`src/rtl/phy_rx_pkg.sv`:
```
// Shared constants and state encodings for the two-lane PHY receive path.
package phy_rx_pkg;

  localparam logic [7:0] COMMA      = 8'hBC;
  localparam int         LOCK_COUNT = 4;

  typedef enum logic {
    ALIGN  = 1'b0,
    LOCKED = 1'b1
  } lane_state_e;

  typedef enum logic {
    EXPECT0 = 1'b0,
    EXPECT1 = 1'b1
  } ustripe_state_e;

endpackage

```
`src/rtl/phy_rx_lane.sv`:
```
// One receive lane: deserializer, comma alignment/lock, byte-to-word packer
// and a single-word holding register with its full flag.
module rx_lane
  import phy_rx_pkg::*;
#(
  parameter logic [7:0] COMMA      = phy_rx_pkg::COMMA,
  parameter int         LOCK_COUNT = phy_rx_pkg::LOCK_COUNT
) (
  input  logic        clk_32f,
  input  logic        reset,
  input  logic        data_in,
  input  logic        clear,
  output logic [31:0] word,
  output logic        full,
  output logic        locked,
  output logic        err
);

  lane_state_e state_q, state_nx;
  logic [7:0]  sr;
  logic [7:0]  sr_nx;
  logic [2:0]  bit_cnt;
  logic [3:0]  comma_cnt, cnt_nx;
  logic [1:0]  byte_cnt;
  logic [23:0] pack;
  logic        bit_rst;
  logic        boundary;
  logic        is_comma;

  // Byte decisions look at the shift register including the bit arriving now.
  assign sr_nx    = {sr[6:0], data_in};
  assign boundary = (bit_cnt == 3'd7);
  assign is_comma = (sr_nx == COMMA);
  assign locked   = (state_q == LOCKED);

  always_comb begin
    state_nx = state_q;
    cnt_nx   = comma_cnt;
    bit_rst  = 1'b0;
    if (state_q == ALIGN) begin
      if (comma_cnt == 4'd0) begin
        if (is_comma) begin
          cnt_nx  = 4'd1;
          bit_rst = 1'b1;
        end
      end else if (boundary) begin
        cnt_nx = is_comma ? comma_cnt + 4'd1 : 4'd0;
      end
      if (cnt_nx != 4'd0 && cnt_nx >= 4'(LOCK_COUNT))
        state_nx = LOCKED;
    end
  end

  always_ff @(posedge clk_32f or negedge reset) begin
    if (!reset) state_q <= ALIGN;
    else        state_q <= state_nx;
  end

  always_ff @(posedge clk_32f or negedge reset) begin
    if (!reset) begin
      sr        <= '0;
      bit_cnt   <= '0;
      comma_cnt <= '0;
      byte_cnt  <= '0;
      pack      <= '0;
      word      <= '0;
      full      <= 1'b0;
      err       <= 1'b0;
    end else begin
      sr        <= sr_nx;
      bit_cnt   <= bit_rst ? 3'd0 : bit_cnt + 3'd1;
      comma_cnt <= cnt_nx;
      err       <= 1'b0;
      if (clear) full <= 1'b0;
      if (locked && boundary) begin
        if (is_comma) begin
          // Idle inside a word: the partial word is lost.
          if (byte_cnt != 2'd0) err <= 1'b1;
          byte_cnt <= 2'd0;
        end else if (byte_cnt == 2'd3) begin
          byte_cnt <= 2'd0;
          if (full && !clear) begin
            err <= 1'b1;
          end else begin
            word <= {pack, sr_nx};
            full <= 1'b1;
          end
        end else begin
          pack     <= {pack[15:0], sr_nx};
          byte_cnt <= byte_cnt + 2'd1;
        end
      end
    end
  end

endmodule

```
`src/rtl/phy_rx.sv`:
```
// Two-lane PHY receiver top: lane instances, un-striper FSM and output registers.
module phy_rx
  import phy_rx_pkg::*;
#(
  parameter logic [7:0] COMMA      = phy_rx_pkg::COMMA,
  parameter int         LOCK_COUNT = phy_rx_pkg::LOCK_COUNT
) (
  input  logic        clk_32f,
  input  logic        reset,
  input  logic        data_in_0,
  input  logic        data_in_1,
  output logic [31:0] data_out,
  output logic        valid_out,
  output logic        active_out,
  output logic        error_out
);

  logic [31:0]    word0, word1;
  logic           full0, full1;
  logic           locked0, locked1;
  logic           err0, err1;
  logic           clear0, clear1;
  logic           emit;
  logic [31:0]    emit_word;
  ustripe_state_e state_q, state_nx;

  rx_lane #(.COMMA(COMMA), .LOCK_COUNT(LOCK_COUNT)) u_lane0 (
    .clk_32f (clk_32f),
    .reset   (reset),
    .data_in (data_in_0),
    .clear   (clear0),
    .word    (word0),
    .full    (full0),
    .locked  (locked0),
    .err     (err0)
  );

  rx_lane #(.COMMA(COMMA), .LOCK_COUNT(LOCK_COUNT)) u_lane1 (
    .clk_32f (clk_32f),
    .reset   (reset),
    .data_in (data_in_1),
    .clear   (clear1),
    .word    (word1),
    .full    (full1),
    .locked  (locked1),
    .err     (err1)
  );

  // Lane 0 word always goes out before the matching lane 1 word.
  always_comb begin
    state_nx  = state_q;
    emit      = 1'b0;
    emit_word = word0;
    clear0    = 1'b0;
    clear1    = 1'b0;
    if (!active_out) begin
      state_nx = EXPECT0;
      clear0   = 1'b1;
      clear1   = 1'b1;
    end else if (state_q == EXPECT0) begin
      if (full0) begin
        emit     = 1'b1;
        clear0   = 1'b1;
        state_nx = EXPECT1;
      end
    end else if (full1) begin
      emit      = 1'b1;
      emit_word = word1;
      clear1    = 1'b1;
      state_nx  = EXPECT0;
    end
  end

  always_ff @(posedge clk_32f or negedge reset) begin
    if (!reset) state_q <= EXPECT0;
    else        state_q <= state_nx;
  end

  always_ff @(posedge clk_32f or negedge reset) begin
    if (!reset) begin
      data_out   <= '0;
      valid_out  <= 1'b0;
      active_out <= 1'b0;
      error_out  <= 1'b0;
    end else begin
      active_out <= locked0 & locked1;
      valid_out  <= emit;
      error_out  <= err0 | err1;
      if (emit) data_out <= emit_word;
    end
  end

endmodule

```
`config.mk`:
```
export PLATFORM = sky130hd
export DESIGN_NAME = phy_rx
export DESIGN_NICKNAME = d
export VERILOG_FILES = /design/src/rtl/phy_rx_pkg.sv /design/src/rtl/phy_rx_lane.sv /design/src/rtl/phy_rx.sv
export SDC_FILE = /design/constraint.sdc
export NUM_CORES = 1
export LEC_CHECK = 0
export ABC_AREA = 1
export BUFFER_PORTS_ARGS = -buffer_cell sky130_fd_sc_hd__buf_4
export CAP_MARGIN = 5
export CORE_MARGIN = 2
export CORE_UTILIZATION = 55
export DETAILED_ROUTE_END_ITERATION = 8
export GPL_TIMING_DRIVEN = 0
export PLACE_DENSITY = 0.77
export SLEW_MARGIN = 20
export SYNTH_ARGS = -nofsm -noshare
export SYNTH_HDL_FRONTEND = slang
export SYNTH_SLANG_ARGS = --single-unit
```
`constraint.sdc`:
```
create_clock -name clk_32f -period 1.65 [get_ports clk_32f]
set_input_delay 0.0825 -clock clk_32f [delete_from_list [all_inputs] [get_ports clk_32f]]
set_output_delay 0.0825 -clock clk_32f [all_outputs]
set_load 0.005 [all_outputs]
```
# == Word level (Yosys, flattened, before mapping) ==
# Cells that the tools add are included.
# word_totals
reg_bits,186
word_cells,123
out_inout_bits,35
# classes
muxes,60
n_reduce_logical,18
n_addsub,6
n_eq_ne,6
n_bitwise,8
order_cmp,2
# ops
cell,count
2-to-1 mux 32 bit,3
2-to-1 mux 1 bit,41
2-to-1 mux 4 bit,10
equality test 8 bit (second input constant),2
adder 4 x 1 -> 4 bit (second input constant),2
greater-or-equal comparator 4 x 3 -> 1 bit (second input constant),2
zero test 4 bit,2
2-to-1 mux 2 bit,4
AND reduction 4 bit,2
nonzero test 4 bit,2
adder 3 x 1 -> 3 bit (second input constant),2
equality test 3 bit (second input constant),2
logical AND 1 bit,6
2-to-1 mux 3 bit,2
inverter 1 bit,6
AND reduction 3 bit,2
adder 2 x 1 -> 2 bit (second input constant),2
equality test 2 bit (second input constant),2
nonzero test 2 bit,2
zero test 1 bit,2
bitwise AND 1 bit,1
bitwise OR 1 bit,1

# == Depth between registers and ports, before layout ==
# logic_depth
word_depth,9
depth_mapped,9
mapped_depth_nobuf,8

# == Modules after synthesis ==
# From an unflattened synthesis, not the netlist that was laid out.
# hier_totals
hier_cells,994
hier_area_um2,8354.3
# modules_own_cells
mod,area_each_um2,n_inst,cells_each
rx_lane,3196.8,2,352
phy_rx,1960.6,1,290

# == Worst setup path after synthesis ==
# Ideal clock, no wire load.
# synth_timing
kind,flip-flop to flip-flop
from,register u_lane0.bit_cnt[0]
to,register u_lane0.pack[7]
setup_ps,117
synth_period_minus_slack_ps,1558
t_arrival_ps,1441
path_stages_with_launch,10
n_path_buf,3
path_slack_ps,92
path_cell_list,dfrtp_1 > ha_1 > ha_1 > buf_2 > nand2_2 > inv_2 > buf_4 > buf_2 > nand4_1 > nand2_1
# synth_between
elab_chain_len,3
# synth_rtl
element,line,rtl
from (decl),phy_rx_lane.sv:22,logic [2:0] bit_cnt;
from (signal assigned),phy_rx_lane.sv:71,bit_cnt <= bit_rst ? 3'd0 : bit_cnt + 3'd1;
equality test 3 bit,phy_rx_lane.sv:32,assign boundary = (bit_cnt == 3'd7);
logical AND 1 bit,phy_rx_lane.sv:75,if (locked && boundary) begin
AND reduction 3 bit (no source line),--,
to (signal assigned),phy_rx_lane.sv:89,"pack <= {pack[15:0], sr_nx};"
to (decl),phy_rx_lane.sv:25,logic [23:0] pack;
# Every way passes these cells.
# A chain may end at the register's enable or synchronous reset.

# == Final worst setup path ==
# layout_timing
from,register u_lane0.bit_cnt[0]
to,register u_lane0.word[5]
# layout_between
elab_chain_len,3
# layout_rtl
element,line,rtl
equality test 3 bit,phy_rx_lane.sv:32,
logical AND 1 bit,phy_rx_lane.sv:75,
AND reduction 4 bit (no source line),--,
to (signal assigned),phy_rx_lane.sv:85,"word <= {pack, sr_nx};"
to (decl),phy_rx_lane.sv:13,"output logic [31:0] word,"
# Every way passes these cells.

==> results.yml <==
timing:
  rsz0062_at_grt: "yes"
  skew_ns: 0.00766
  report.final.slew_viol_count: 0
  tightestPinTransition_ns: 0.648
  hold_ws_ns: 0.232
  hold_viol: 0
  slew-limit-headroom_pct: 56.8
  setup_tns_ns: 0
  timing.final.crit_share_pct: 98.2
  setup_viol: 0
  fmax_ghz: 0.617
  min_period_ns: 1.62
floorplanning:
  row_count: 43
  die_w_um: 124
  top_level_ports: 39
  core_region_area_um2: 14000
  initial_core_util_pct: 56.7
  fp.dieH_um: 124
  dieArea_um2: 15400
critical_path:
  critPathArrivalTime_ns: 1.94
  cp_max_fo: 7
  end_kind: "flip-flop"
  required_ns: 1.97
  r2r-start: "u_lane0.bit_cnt[0]"
  path_class: "flip-flop to flip-flop"
  critPathLaunch: "u_lane0.bit_cnt[0]"
  start_kind: "flip-flop"
synth:
  yosysTopAreaCell: "dfrtp_1"
  ys_seq_elements: 186
  synth_common_cells: "nand2_1, dfrtp_1, nand4_1, nor2_1, o21ai_0"
  yosysMostFrequentCell: "nand2_1"
  ys.flop_type: "dfrtp_1"
  synth_seq_area_share_pct: 58.7
  yosys.area.top_type_share_pct: 58.7
  ys_async_sr_fraction_pct: 100
  syn_area_per_cell_um2: 8.87
  yosys-top-cells-area: "dfrtp_1, nand2_1, nand4_1, nor2_1, o21ai_0"
  syn_inst: 894
  synth.distinct_cells: 22
  yosys_warnings: 0
  synth_edf_count: 0
  synth_nets: 910
  netlist_area_um2: 7930
drt:
  wire_per_inst_um: 15.8
  drt-vias-per-instance: 5.59
  vias: 6475
  wl_mm: 18.4
  first_pass_iters: 6
  route.detailed.drc: 0
  drt-initial-drc-count: 575
  antenna_left: 0
power_and_ir_drop:
  vdd_drop_max_mv: 0.825
  p_leak_nw: 4.77
  finalPower_w: 0.0113
  p_per_area_nw_per_um2: 1190
global_route:
  grt_pass1_vias: 6116
  grt_max_degree: 100
  grt_pass1_wl_mm: 30.0
  antenna_found_initial: 0
  overflow: 0
  grtUsageTotal_pct: 25.7
job:
  maxCapViolations: 0
finish:
  nFillCells: 1088
  finalInstanceArea_um2: 9500
  nets: 982
  layout-drive-gt1-share_pct: 17.5
  syn_to_final_growth_pct: 19.8
  antennaDiodeCount: 0
placed_design:
  placedInstanceArea_um2: 8480
  place_congestion: 0.889
  port_buffers: 38
  hpwl_mm: 12.5
cts:
  clockBufferDepth: 2
  cts_root_buffer: "clkbuf_16"
  clk_latency_ns: 0.44
  clkTransAtPathRegs_ns: 0.07
  cts_tree: "yes"
  htree_levels: 4
  cts_buffers: 17
  clock-sinks: 186
worst_hold_path:
  hp-class: "input pin to asynchronous set/reset pin"
outcome:
  status: "finished clean"
final cells by class:
| class | count | area, um^2 | area share (%) |
|---|---|---|---|
| multi-input cells | 609 | 2990 | 31.4 |
| repair buffers | 54 | 455 | 4.79 |
| plain buffers | 57 | 353 | 3.71 |
| clock inverters | 11 | 189 | 1.99 |
| clock buffers | 21 | 480 | 5.06 |
| well taps | 180 | 225 | 2.37 |
| inverters | 41 | 156 | 1.65 |
| flip-flops and latches | 186 | 4650 | 49.0 |
stage by stage:
stage / std cells / utilization (%) / worst slack (ns)
2_1_floorplan: 894 / - / 0.0920
5_1_grt: 1159 / 67.9 / -0.0214
3_5_place_dp: 1113 / 60.6 / -0.129
4_1_cts: 1155 / 66.7 / 0.00436
6_report: 1159 / 67.9 / 0.0304
3_3_place_gp: 1112 / 60.3 / -0.642
critical path, cell delays in order (launching register included):
cell	delay, ns
dfrtp_1	0.35
ha_2	0.19
ha_4	0.15
nand2_4	0.07
nor2_4	0.22
nand3_4	0.19
buf_8	0.22
nand2_2	0.06
nand2_1	0.05
path summary, 6_finish.rpt:
kind                       slack [ns]  depth (start not counted)                 end
max                              0.03                          8     u_lane0.word[5]
min                              0.23                          2    u_lane1.word[28]
max reg2reg                      0.03                          8     u_lane0.word[5]
min reg2reg                      0.44                          1  u_lane0.bit_cnt[0]
max in group asynchronous        0.52                          3  u_lane0.bit_cnt[1]
min in group clk_32f             0.33                          2       u_lane1.sr[0]
layout by cell type, fill, tap and decap left out, types with 2 or more instances in the layout:
cell,n
inv_2,3
dlygate4sd3_1,3
nand2_4,5
nand3_1,16
inv_1,37
clkinv_2,3
clkinvlp_4,2
bufinv_16,5
o21ai_0,38
nor3_1,2
nor2_4,4
nor2_2,2
nand2_2,14
buf_1,2
buf_2,17
buf_6,9
nand2_1,301
o21ai_1,32
nor2_1,59
dfrtp_1,186
ha_2,2
nand3_4,2
buf_8,2
buf_4,55
clkbuf_8,4
clkbuf_4,5
ha_4,2
nand4_1,116
clkbuf_1,7
nor3_2,2
ha_1,8
clkbuf_2,10
clkbuf_16,17
nand3_2,2
sequential cells by signal, summed over array words and instances (netlist names), 2 cells and up, named ones only:
name               count
data_out              32
u_lane0.word          32
u_lane1.word          32
u_lane0.pack          24
u_lane1.pack          24
u_lane0.sr             7
u_lane1.sr             7
u_lane0.bit_cnt        3
u_lane1.bit_cnt        3
u_lane0.byte_cnt       2
u_lane0.comma_cnt      2
u_lane1.byte_cnt       2
u_lane1.comma_cnt      2
report_power, final:
part | internal (W) | total (W) | switching (W)
Combinational | 0.000609 | 0.00117 | 0.000564
Clock | 0.00285 | 0.00459 | 0.00174
Sequential | 0.00510 | 0.00551 | 0.000410
layer usage:
layer | part of all wire [%] | up-vias | routed length [um] | global-route usage (%)
met5 | 0 | - | 0 | 0
li1 | - | 3129 | - | -
met3 | 5.2 | 25 | 946 | 6.18
met2 | 47 | 158 | 8580 | 39.8
met1 | 46 | 3163 | 8520 | 36.0
met4 | 1.7 | 0 | 315 | 8.57
logic make-up after synthesis:
logic type / count (synthesis) / share of synthesized area [%]
AND/OR/NAND/NOR: 526 / 29.6
flip-flops: 186 / 58.7
buffers and inverters: 99 / 5.33
AO/OA/AOI/OAI: 71 / 4.48
adder cells (fa/ha/maj): 12 / 1.89
repair_timing:
action	CTS	global route
hold endpoints to repair	93	0
pin swaps	3	6
hold buffers	3	0
gates resized for setup	31	63
endpoints found under the setup margin	133	141
gates cloned	2	1
setup buffers	5	4
No activity file was read; power rests on OpenSTA's default activity.
